<file path="config.mk">
export PLATFORM = sky130hd
export DESIGN_NAME = cp0_regs
export DESIGN_NICKNAME = d
export VERILOG_FILES = /design/src/rtl/cp0_regs.sv
export SDC_FILE = /design/constraint.sdc
export NUM_CORES = 1
export LEC_CHECK = 0
export CAP_MARGIN = 25
export CORE_ASPECT_RATIO = 1.2
export CORE_MARGIN = 2
export CORE_UTILIZATION = 35
export DETAILED_ROUTE_END_ITERATION = 7
export PLACE_DENSITY = 0.7
export REMOVE_ABC_BUFFERS = 1
export SYNTH_ARGS = -nofsm -noshare
export SYNTH_HDL_FRONTEND = slang
export SYNTH_SLANG_ARGS = --single-unit
</file>
<file path="constraint.sdc">
create_clock -name clk -period 5.2 [get_ports clk]
set_input_delay 1.04 -clock clk [delete_from_list [all_inputs] [get_ports clk]]
set_output_delay 1.04 -clock clk [all_outputs]
set_load 0.005 [all_outputs]
</file>
<file path="src/rtl/cp0_regs.sv">
// Coprocessor-0 register file: MTC0/MFC0 access, exception entry/eret state update,
// redirect PC generation and the Count/Compare timer interrupt.
module cp0_regs (
  input  logic        clk,
  input  logic        rst,
  input  logic        we_i,
  input  logic [4:0]  waddr_i,
  input  logic [4:0]  raddr_i,
  input  logic [31:0] data_i,
  input  logic [5:0]  int_i,
  input  logic [31:0] excepttype_i,
  input  logic [31:0] current_inst_addr_i,
  input  logic        is_in_delayslot_i,
  input  logic [31:0] bad_addr_i,
  output logic [31:0] data_o,
  output logic [31:0] count_o,
  output logic [31:0] compare_o,
  output logic [31:0] status_o,
  output logic [31:0] cause_o,
  output logic [31:0] epc_o,
  output logic [31:0] badvaddr_o,
  output logic        timer_int_o,
  output logic        flush_o,
  output logic [31:0] new_pc_o
);

  localparam logic [4:0]  RegBadVAddr = 5'd8;
  localparam logic [4:0]  RegCount    = 5'd9;
  localparam logic [4:0]  RegCompare  = 5'd11;
  localparam logic [4:0]  RegStatus   = 5'd12;
  localparam logic [4:0]  RegCause    = 5'd13;
  localparam logic [4:0]  RegEpc      = 5'd14;

  localparam logic [31:0] StatusRst   = 32'h0040_0000;
  localparam logic [31:0] StatusWMask = 32'h0000_FF03;
  localparam logic [31:0] ExcVector   = 32'hBFC0_0380;
  localparam logic [31:0] ExcEret     = 32'h0000_000E;
  localparam logic [31:0] ExcInt      = 32'h0000_0001;
  localparam logic [31:0] ExcAdEL     = 32'h0000_0004;
  localparam logic [31:0] ExcAdES     = 32'h0000_0005;

  logic [31:0] count_q, count_d;
  logic [31:0] compare_q, compare_d;
  logic [31:0] status_q, status_d;
  logic [31:0] cause_q, cause_d;
  logic [31:0] epc_q, epc_d;
  logic [31:0] badvaddr_q, badvaddr_d;
  logic        timer_int_q, timer_int_d;
  logic        phase_q, phase_d;

  logic exc_entry, exc_eret;

  assign exc_eret  = (excepttype_i == ExcEret);
  assign exc_entry = (excepttype_i != 32'd0) && !exc_eret;

  always_comb begin
    count_d     = count_q + 32'(phase_q);
    phase_d     = ~phase_q;
    compare_d   = compare_q;
    status_d    = status_q;
    cause_d     = cause_q;
    epc_d       = epc_q;
    badvaddr_d  = badvaddr_q;
    timer_int_d = timer_int_q | ((compare_q != 32'd0) && (count_q == compare_q));

    cause_d[15:10] = {int_i[5] | timer_int_q, int_i[4:0]};

    if (we_i) begin
      case (waddr_i)
        RegCount:   count_d = data_i;
        RegCompare: begin
          compare_d   = data_i;
          timer_int_d = 1'b0;
        end
        RegStatus:  status_d = (status_q & ~StatusWMask) | (data_i & StatusWMask);
        RegCause:   cause_d[9:8] = data_i[9:8];
        RegEpc:     epc_d = data_i;
        default:    ;
      endcase
    end

    // Exception fields override any MTC0 to the same fields in this cycle.
    if (exc_entry) begin
      if (!status_q[1]) begin
        epc_d       = is_in_delayslot_i ? current_inst_addr_i - 32'd4 : current_inst_addr_i;
        cause_d[31] = is_in_delayslot_i;
      end
      status_d[1]  = 1'b1;
      cause_d[6:2] = (excepttype_i == ExcInt) ? 5'd0 : excepttype_i[4:0];
      if ((excepttype_i == ExcAdEL) || (excepttype_i == ExcAdES)) begin
        badvaddr_d = bad_addr_i;
      end
    end else if (exc_eret) begin
      status_d[1] = 1'b0;
    end
  end

  always_ff @(posedge clk) begin
    if (rst) begin
      count_q     <= 32'd0;
      compare_q   <= 32'd0;
      status_q    <= StatusRst;
      cause_q     <= 32'd0;
      epc_q       <= 32'd0;
      badvaddr_q  <= 32'd0;
      timer_int_q <= 1'b0;
      phase_q     <= 1'b0;
    end else begin
      count_q     <= count_d;
      compare_q   <= compare_d;
      status_q    <= status_d;
      cause_q     <= cause_d;
      epc_q       <= epc_d;
      badvaddr_q  <= badvaddr_d;
      timer_int_q <= timer_int_d;
      phase_q     <= phase_d;
    end
  end

  always_comb begin
    data_o = 32'd0;
    case (raddr_i)
      RegBadVAddr: data_o = badvaddr_q;
      RegCount:    data_o = count_q;
      RegCompare:  data_o = compare_q;
      RegStatus:   data_o = status_q;
      RegCause:    data_o = cause_q;
      RegEpc:      data_o = epc_q;
      default:     data_o = 32'd0;
    endcase
  end

  always_comb begin
    flush_o  = (excepttype_i != 32'd0);
    new_pc_o = 32'd0;
    if (exc_eret) begin
      new_pc_o = epc_q;
    end else if (exc_entry) begin
      new_pc_o = ExcVector;
    end
  end

  assign count_o     = count_q;
  assign compare_o   = compare_q;
  assign status_o    = status_q;
  assign cause_o     = cause_q;
  assign epc_o       = epc_q;
  assign badvaddr_o  = badvaddr_q;
  assign timer_int_o = timer_int_q;

endmodule

</file>
; Word level (Yosys, flattened, before mapping)
; Index checks and enable logic that the tools add are counted.
[totals]
regBits = 176
input_bits = 148
output_inout_bits = 258
word_cells = 66
[op_classes]
n_addsub = 2
eq_ne = 16
muxes = 17
bitwise = 5
reduce_logical = 14
[op_table]
columns = op, n
row1 = $mux 32, 9
row2 = $pmux 32 s6, 1
row3 = $eq 32x3->1 const B, 2
row4 = $reduce_bool 32->1, 2
row5 = $eq 5x4->1 const B, 11
row6 = $add 32x1->32, 1
row7 = $eq 32x1->1 const B, 1
row8 = $eq 32x32->1, 1
row9 = $eq 32x4->1 const B, 1
row10 = $or 32x16->32, 1
row11 = $sub 32x3->32 const B, 1
row12 = $reduce_and 2->1, 6
row13 = $reduce_bool 3->1, 2
row14 = $mux 5, 1
row15 = $mux 1, 4
row16 = $mux 2, 2
row17 = $logic_and 1x1->1, 2
row18 = $not 1->1, 2
row19 = $or 1x1->1, 2
row20 = $logic_not 1->1, 1
row21 = $logic_or 1x1->1, 1

; Depth between registers and ports, before layout
; Gate-level depths: netlist (run 1).
[logic_depth]
word_depth = 5
ltp_mapped = 8
mapped_depth_nobuf = 7

; Worst setup path before layout (run 1)
; No wires, ideal clock.
[synth_timing]
path_type = in2out
start = input port excepttype_i[14]
end = output port new_pc_o[22]
arrival_ns = 2.402
required_time_ns = 4.160
path_slack_ns = 1.758
stages = 5
n_path_buf = 1
path_cell_list = nor4_1 nand4_1 nor3_1 clkbuf_1 a21o_1
[synth_between]
elab_chain_cells = 5
word_cells_on_any_way = 6
classes_between = eq/ne (1) / mux (2) / reduce/logical (3)
[synth_lines]
columns = element, line_no
row1 = "start, declared", 11  ; input logic [31:0] excepttype_i,
row2 = $eq 32x4->1, 53  ; assign exc_eret = (excepttype_i == ExcEret);
row3 = $logic_not 1->1, 54  ; assign exc_entry = (excepttype_i != 32'd0) && !exc_eret;
row4 = $logic_and 1x1->1, 54
row5 = $mux 32, 138  ; end else if (exc_entry) begin
row6 = $mux 32 *, 136  ; if (exc_eret) begin
row7 = "end, declared", 24  ; output logic [31:0] new_pc_o
; Every way passes the cells marked *; elsewhere a longest branch is shown, timed or not.

; Final worst setup path (run 1)
[layout_timing]
start = input port raddr_i[3]
end = output port data_o[24]
[layout_between]
elab_chain_cells = 2
word_cells_on_any_way = 7
classes_between = eq/ne (6) / mux (1)
[layout_lines]
columns = element, line_no
row1 = "start, declared", 8  ; input logic [4:0] raddr_i,
row2 = $eq 5x4->1, 122  ; case (raddr_i)
row3 = $pmux 32 s6 *, 122
row4 = "end, declared", 15  ; output logic [31:0] data_o,
; Marks and branches as above.

==> reports/metrics.yaml, run 1 <==
worst_setup_path_end_kind: "output port"
skew_ns: 0.0156
boundaryPins: 406
slew_headroom: 0.309
grt_first_pass_wirelength_mm: 52.1
post-route-min-period_ns: 4.51
cts-buffers-inserted: 17
timing.critical_path.from_type: "input port"
dieWidth_um: 148
syn_inst: 1052
synth_seq_cells: 154
clkTransAtPathRegs_ns: 0.07
hold-worst-slack_ns: 0.421
num_vias: 9132
cts-resized-gates: 0
clock_path_buffers: 2
critPathMaxStageDelay_ns: 0.54
portion_of_the_post_synthesis_area_used_by_sequential_elements: 0.355
initial_utilization: 0.353
setup_viol: 0
synth_top_area_frac: 0.355
synth-async-reset-ratio: 0
cap_viol_max_count: 0
power-per-cell-area_nw_per_um2: 218
netlist_area_um2: 8690
detailedRoute.firstPassIterationCount: 6
synth_top_cell_by_area: "dfxtp_1"
final_hold_violation_count: 0
antenna_found_initial: 0
final_cell_mix: "clkdlybuf4s50_1, dfxtp_1, nor2_1"
num-fill-cells: 2344
final_util: 0.531
irDropWorstVdd_uv: 204
cts.root.buffer_cell: "clkbuf_16"
crit_type: "input port to output port"
crit_chain: "clkdlybuf4s50_1 -> or3b_2 -> nor2_4 -> buf_12 -> a22oi_1 -> nand2_1 -> clkdlybuf4s50_1"
first_global_vias: 8785
dpl.hpwl_mm: 26.1
routed_via_density: 5.33
dpl-instance-area_um2: 12500
totalWireLength_mm: 35.0
critical_path.most_common_cell: "clkdlybuf4s50_1"
clk-insertion-delay-late_ns: 0.42
finish.cell_count_without_fillers: 1712
clock.fmax_ghz: 0.222
cts_tree: "done"
holdCritPathClass: "register to register"
cts-htree-levels: 4
fp.dieArea_um2: 26100
cpMaxStageDelayCell: "or3b_2"
antenna_left: 0
layout_commonest_cell: "clkdlybuf4s50_1"
count_of_different_cell_masters_after_synthesis: 49
register_area_um2: 3080
port_buffers: 365
design.final.nets: 1524
area_of_the_multi_input_gates_um2: 5130
fin_tns_setup_ns: 0
tightestPinTransition_ns: 1.04
cell_types_occupying_the_most_area_after_synthesis: "dfxtp_1, xnor2_1, mux2i_1, a211oi_1, a22oi_1"
core_um2: 24600
detail_route.drc_violations: 0
postSynthAreaPerCell_um2: 8.26
power.static_leakage_nw: 4.52
numClockSinks: 154
critPathRequiredTime_ns: 4.16
cts_setup_buffers: 0
fin_crit_sh: 0.867
number_of_enable_flip_flop_cells_after_synthesis: 0
rsz_0062_raised_after_global_routing: "no"
ys_warns: 0
timing.critical_path.arrival_ns: 3.47
largest_net_degree_at_the_start_of_global_routing: 113
die_h_um: 177
status: "finished clean"
final_area_um2: 13100
detailedRoute.firstIterationViolations: 511
globalRoute.totalOverflow: 0
syn2layout_area_growth_pct: 50.4
track_usage: 0.259
cts_hold_buf: 0
layout-drive-gt1-share: 0.0527
gp_congestion: 0.842
place_inst: 1679
final-max-slew-violation-count: 0
critPathMaxFanout: 19
drt_wl_cell_um: 20.5
row_count: 63
synth_top_flop_cell: "dfxtp_1"
==> worst max-delay path, delay by kind of cell <==
family / cells / cell delay, ns
buffers and inverters: 3 / 1.21
AND/OR/NAND/NOR: 3 / 1.09
AO/OA/AOI/OAI: 1 / 0.11
==> final cells by class <==
type / count / area share
Inverter: 10 / 0.00287
Clock inverter: 13 / 0.0102
Multi-Input combinational cell: 805 / 0.393
Antenna cell: 1 / 0.000191
Timing Repair Buffer: 385 / 0.293
Tap cell: 325 / 0.0311
Sequential cell: 154 / 0.236
Clock buffer: 19 / 0.0339
==> metal layers <==
layer  wire [µm]  track usage  vias up  share of wire
li1            -            -     4341              -
met1       14300        0.315     4340           0.41
met2       17900        0.465      392           0.51
met3        2000       0.0406       59          0.057
met4         881       0.0845        0          0.025
met5           0            0        -              0
==> path summary, 6_finish.rpt <==
check | startpoint | endpoint | slack (ns) | cells after the start
worst max register to register | count_o[9]$_SDFF_PP0_ | count_o[31]$_SDFF_PP0_ | 2.68 | 5
worst max-delay path | raddr_i[3] | data_o[24] | 0.69 | 7
worst min register to register | phase_q$_SDFF_PP0_ | phase_q$_SDFF_PP0_ | 0.42 | 1
worst min-delay path | phase_q$_SDFF_PP0_ | phase_q$_SDFF_PP0_ | 0.42 | 1
==> cell families (layout without fill, tap and decap cells) <==
kind of cell,Yosys count,in the layout,share of synthesized area
AND/OR/NAND/NOR,403,403,0.229
AO/OA/AOI/OAI,204,204,0.169
flip-flops,154,154,0.355
buffers and inverters,131,427,0.0765
XOR/XNOR,88,88,0.0887
multiplexers,67,67,0.0773
adder cells (fa/ha/maj),3,3,0.00432
other,2,41,0.000864
==> power by group <==
group | switching [W] | internal [W]
Combinational | 0.000156 | 0.000211
Clock | 0.000546 | 0.000686
Sequential | 0.0000427 | 0.00121
Total | 0.000745 | 0.00211
==> cells in the mapped netlist, drive strengths merged, types with 26 or more instances <==
| cell type | n |
|---|---|
| a21oi | 35 |
| a22oi | 62 |
| xnor2 | 76 |
| nor2 | 114 |
| nand2 | 106 |
| mux2i | 66 |
| nor4 | 34 |
| nand4 | 26 |
| dfxtp | 154 |
| a211oi | 75 |
| clkbuf | 66 |
| buf | 55 |
==> metrics by stage <==
step,total power (W),setup slack [ns]
after global routing,0.00296,0.522
after detailed placement,0.00165,0.710
after floorplan,0.00137,-0.0417
final,0.00285,0.690
after CTS,0.00287,0.708
after global placement,0.00164,0.727
==> state kept, by name, summed over array words and instances (netlist names) <==
register / cells
cause_o: 14
epc_o: 32
status_o: 10
phase_q: 1
timer_int_o: 1
count_o: 32
badvaddr_o: 32
compare_o: 32
No activity file was read; power rests on OpenSTA's default activity.
==> run 2: changes to the inputs <==
Clock period 5.2 ns to 4.52 ns, I/O delays scaled along.
==> reports/metrics.yaml, run 2 (same netlist as run 1, synthesis figures left out) <==
totalWireLength_mm: 35.1  # about the same
cts_setup_buffers: 0  # unchanged
num_vias: 9132  # unchanged
core_um2: 24600  # unchanged
holdCritPathClass: "register to register"
layout-drive-gt1-share: 0.0561  # +0.00341
antenna_left: 0  # unchanged
clk-insertion-delay-late_ns: 0.43  # about the same
numClockSinks: 154  # unchanged
port_buffers: 365  # unchanged
syn2layout_area_growth_pct: 50.6
detailedRoute.firstPassIterationCount: 6  # unchanged
placement.setup.worst_slack_ns: 0.432  # -0.278 ns
critical_path.most_common_cell: "clkdlybuf4s50_1"
power-per-cell-area_nw_per_um2: 246  # +13%
track_usage: 0.260  # +0.000883
slew_headroom: 0.289  # -0.0198
timing.critical_path.from_type: "input port"
cts-resized-gates: 0  # unchanged
fin_crit_sh: 0.909
cts-buffers-inserted: 17  # unchanged
final-max-slew-violation-count: 0  # unchanged
tightestPinTransition_ns: 1.07  # +0.0297 ns
row_count: 63  # unchanged
final_hold_violation_count: 0  # unchanged
initial_utilization: 0.353  # unchanged
rsz_0062_raised_after_global_routing: "no"
final_cell_mix: "clkdlybuf4s50_1, dfxtp_1, nor2_1"
antenna_found_initial: 0  # unchanged
dpl.hpwl_mm: 26.5  # +1.6%
grt_first_pass_wirelength_mm: 51.9  # -0.24%
cts_tree: "done"
final_worst_setup_slack_ns: 0.412  # -0.278 ns
gp_congestion: 0.818  # -2.9%
setup_viol: 0  # unchanged
critPathMaxFanout: 18  # -1
clkTransAtPathRegs_ns: 0.06  # about the same
power.static_leakage_nw: 4.53  # about the same
detailedRoute.firstIterationViolations: 561  # +9.8%
dieWidth_um: 148  # unchanged
die_h_um: 177  # unchanged
boundaryPins: 406  # unchanged
detail_route.drc_violations: 0  # unchanged
fp.dieArea_um2: 26100  # unchanged
globalRoute.totalOverflow: 0  # unchanged
routed_via_density: 5.32  # -0.23%
largest_net_degree_at_the_start_of_global_routing: 129  # +14%
layout_commonest_cell: "clkdlybuf4s50_1"
crit_chain: "clkdlybuf4s50_1 -> or3b_2 -> nor3_2 -> buf_4 -> a222oi_1 -> nand2_1 -> clkdlybuf4s50_1"
worst_setup_path_end_kind: "output port"
cpMaxStageDelayCell: "or3b_2"
diodes: 0  # -1
first_global_vias: 8813  # +0.32%
timing.critical_path.arrival_ns: 3.20  # -0.27 ns
design.final.nets: 1529  # +0.33%
cts-htree-levels: 4  # unchanged
cts.root.buffer_cell: "clkbuf_16"
crit_type: "input port to output port"
cap_viol_max_count: 0  # unchanged
post-route-min-period_ns: 4.11
status: "finished clean"
cts_hold_buf: 0  # unchanged
critPathMaxStageDelay_ns: 0.53  # about the same
skew_ns: 0.0102  # -0.00532 ns
irDropWorstVdd_uv: 239  # +17%
place_inst: 1684  # +0.30%
fin_tns_setup_ns: 0  # unchanged
clock.fmax_ghz: 0.243
critPathRequiredTime_ns: 3.62  # -0.54 ns
finish.cell_count_without_fillers: 1716  # +0.23%
clock_path_buffers: 2  # unchanged
drt_wl_cell_um: 20.4  # -0.14%
==> run 2: cell types whose count changed in the layout (fill, tap and decap cells not counted), sizes merged <==
cell      delta
clkinv       +1
diode        -1
bufinv       -1
buf          +5
clkbuf       -1
clkinvlp     +2
inv          -1
==> run 2: area by class of cell <==
type	instances	area, µm²
well taps	325	407
repair buffers	390	3880
fillers	2319	11500
multi-input cells	805	5130
clock buffers	18	429
clock inverters	14	114
flip-flops and latches	154	3080
inverters	10	37.5
==> run 2: worst paths after layout <==
kind	start	cells after the start	slack, ns	to
worst max-delay path	raddr_i[3]	7	0.41	data_o[5]
worst min-delay path	phase_q$_SDFF_PP0_	1	0.42	phase_q$_SDFF_PP0_
worst max register to register	count_o[9]$_SDFF_PP0_	5	1.99	count_o[31]$_SDFF_PP0_
worst min register to register	phase_q$_SDFF_PP0_	1	0.42	phase_q$_SDFF_PP0_
==> run 2: power breakdown <==
part | internal (W) | switching [W]
Sequential | 0.00139 | 0.0000494
Clock | 0.000712 | 0.000645
Combinational | 0.000244 | 0.000180
Total | 0.00235 | 0.000874
==> run 2: critical path: cells and delay by family <==
family,cells,cell delay (ns)
buffers and inverters,3,1.28
AND/OR/NAND/NOR,3,0.83
AO/OA/AOI/OAI,1,0.17
==> run 2: routing by layer <==
layer / GRT usage / wire length [µm]
met2: 0.474 / 18000
met1: 0.305 / 14000
met3: 0.0501 / 2280
met5: 0 / 0
met4: 0.0829 / 823
==> run 2: through the flow <==
stage	instance area, µm²	utilization	power [W]	hold slack (ns)
2_1_floorplan	8200	-	0.00158	0.392
3_3_place_gp	12500	0.509	0.00189	0.404
3_5_place_dp	12500	0.510	0.00190	0.409
4_1_cts	13100	0.532	0.00325	0.420
5_1_grt	13100	0.532	0.00334	0.464
6_report	13100	0.532	0.00322	0.421
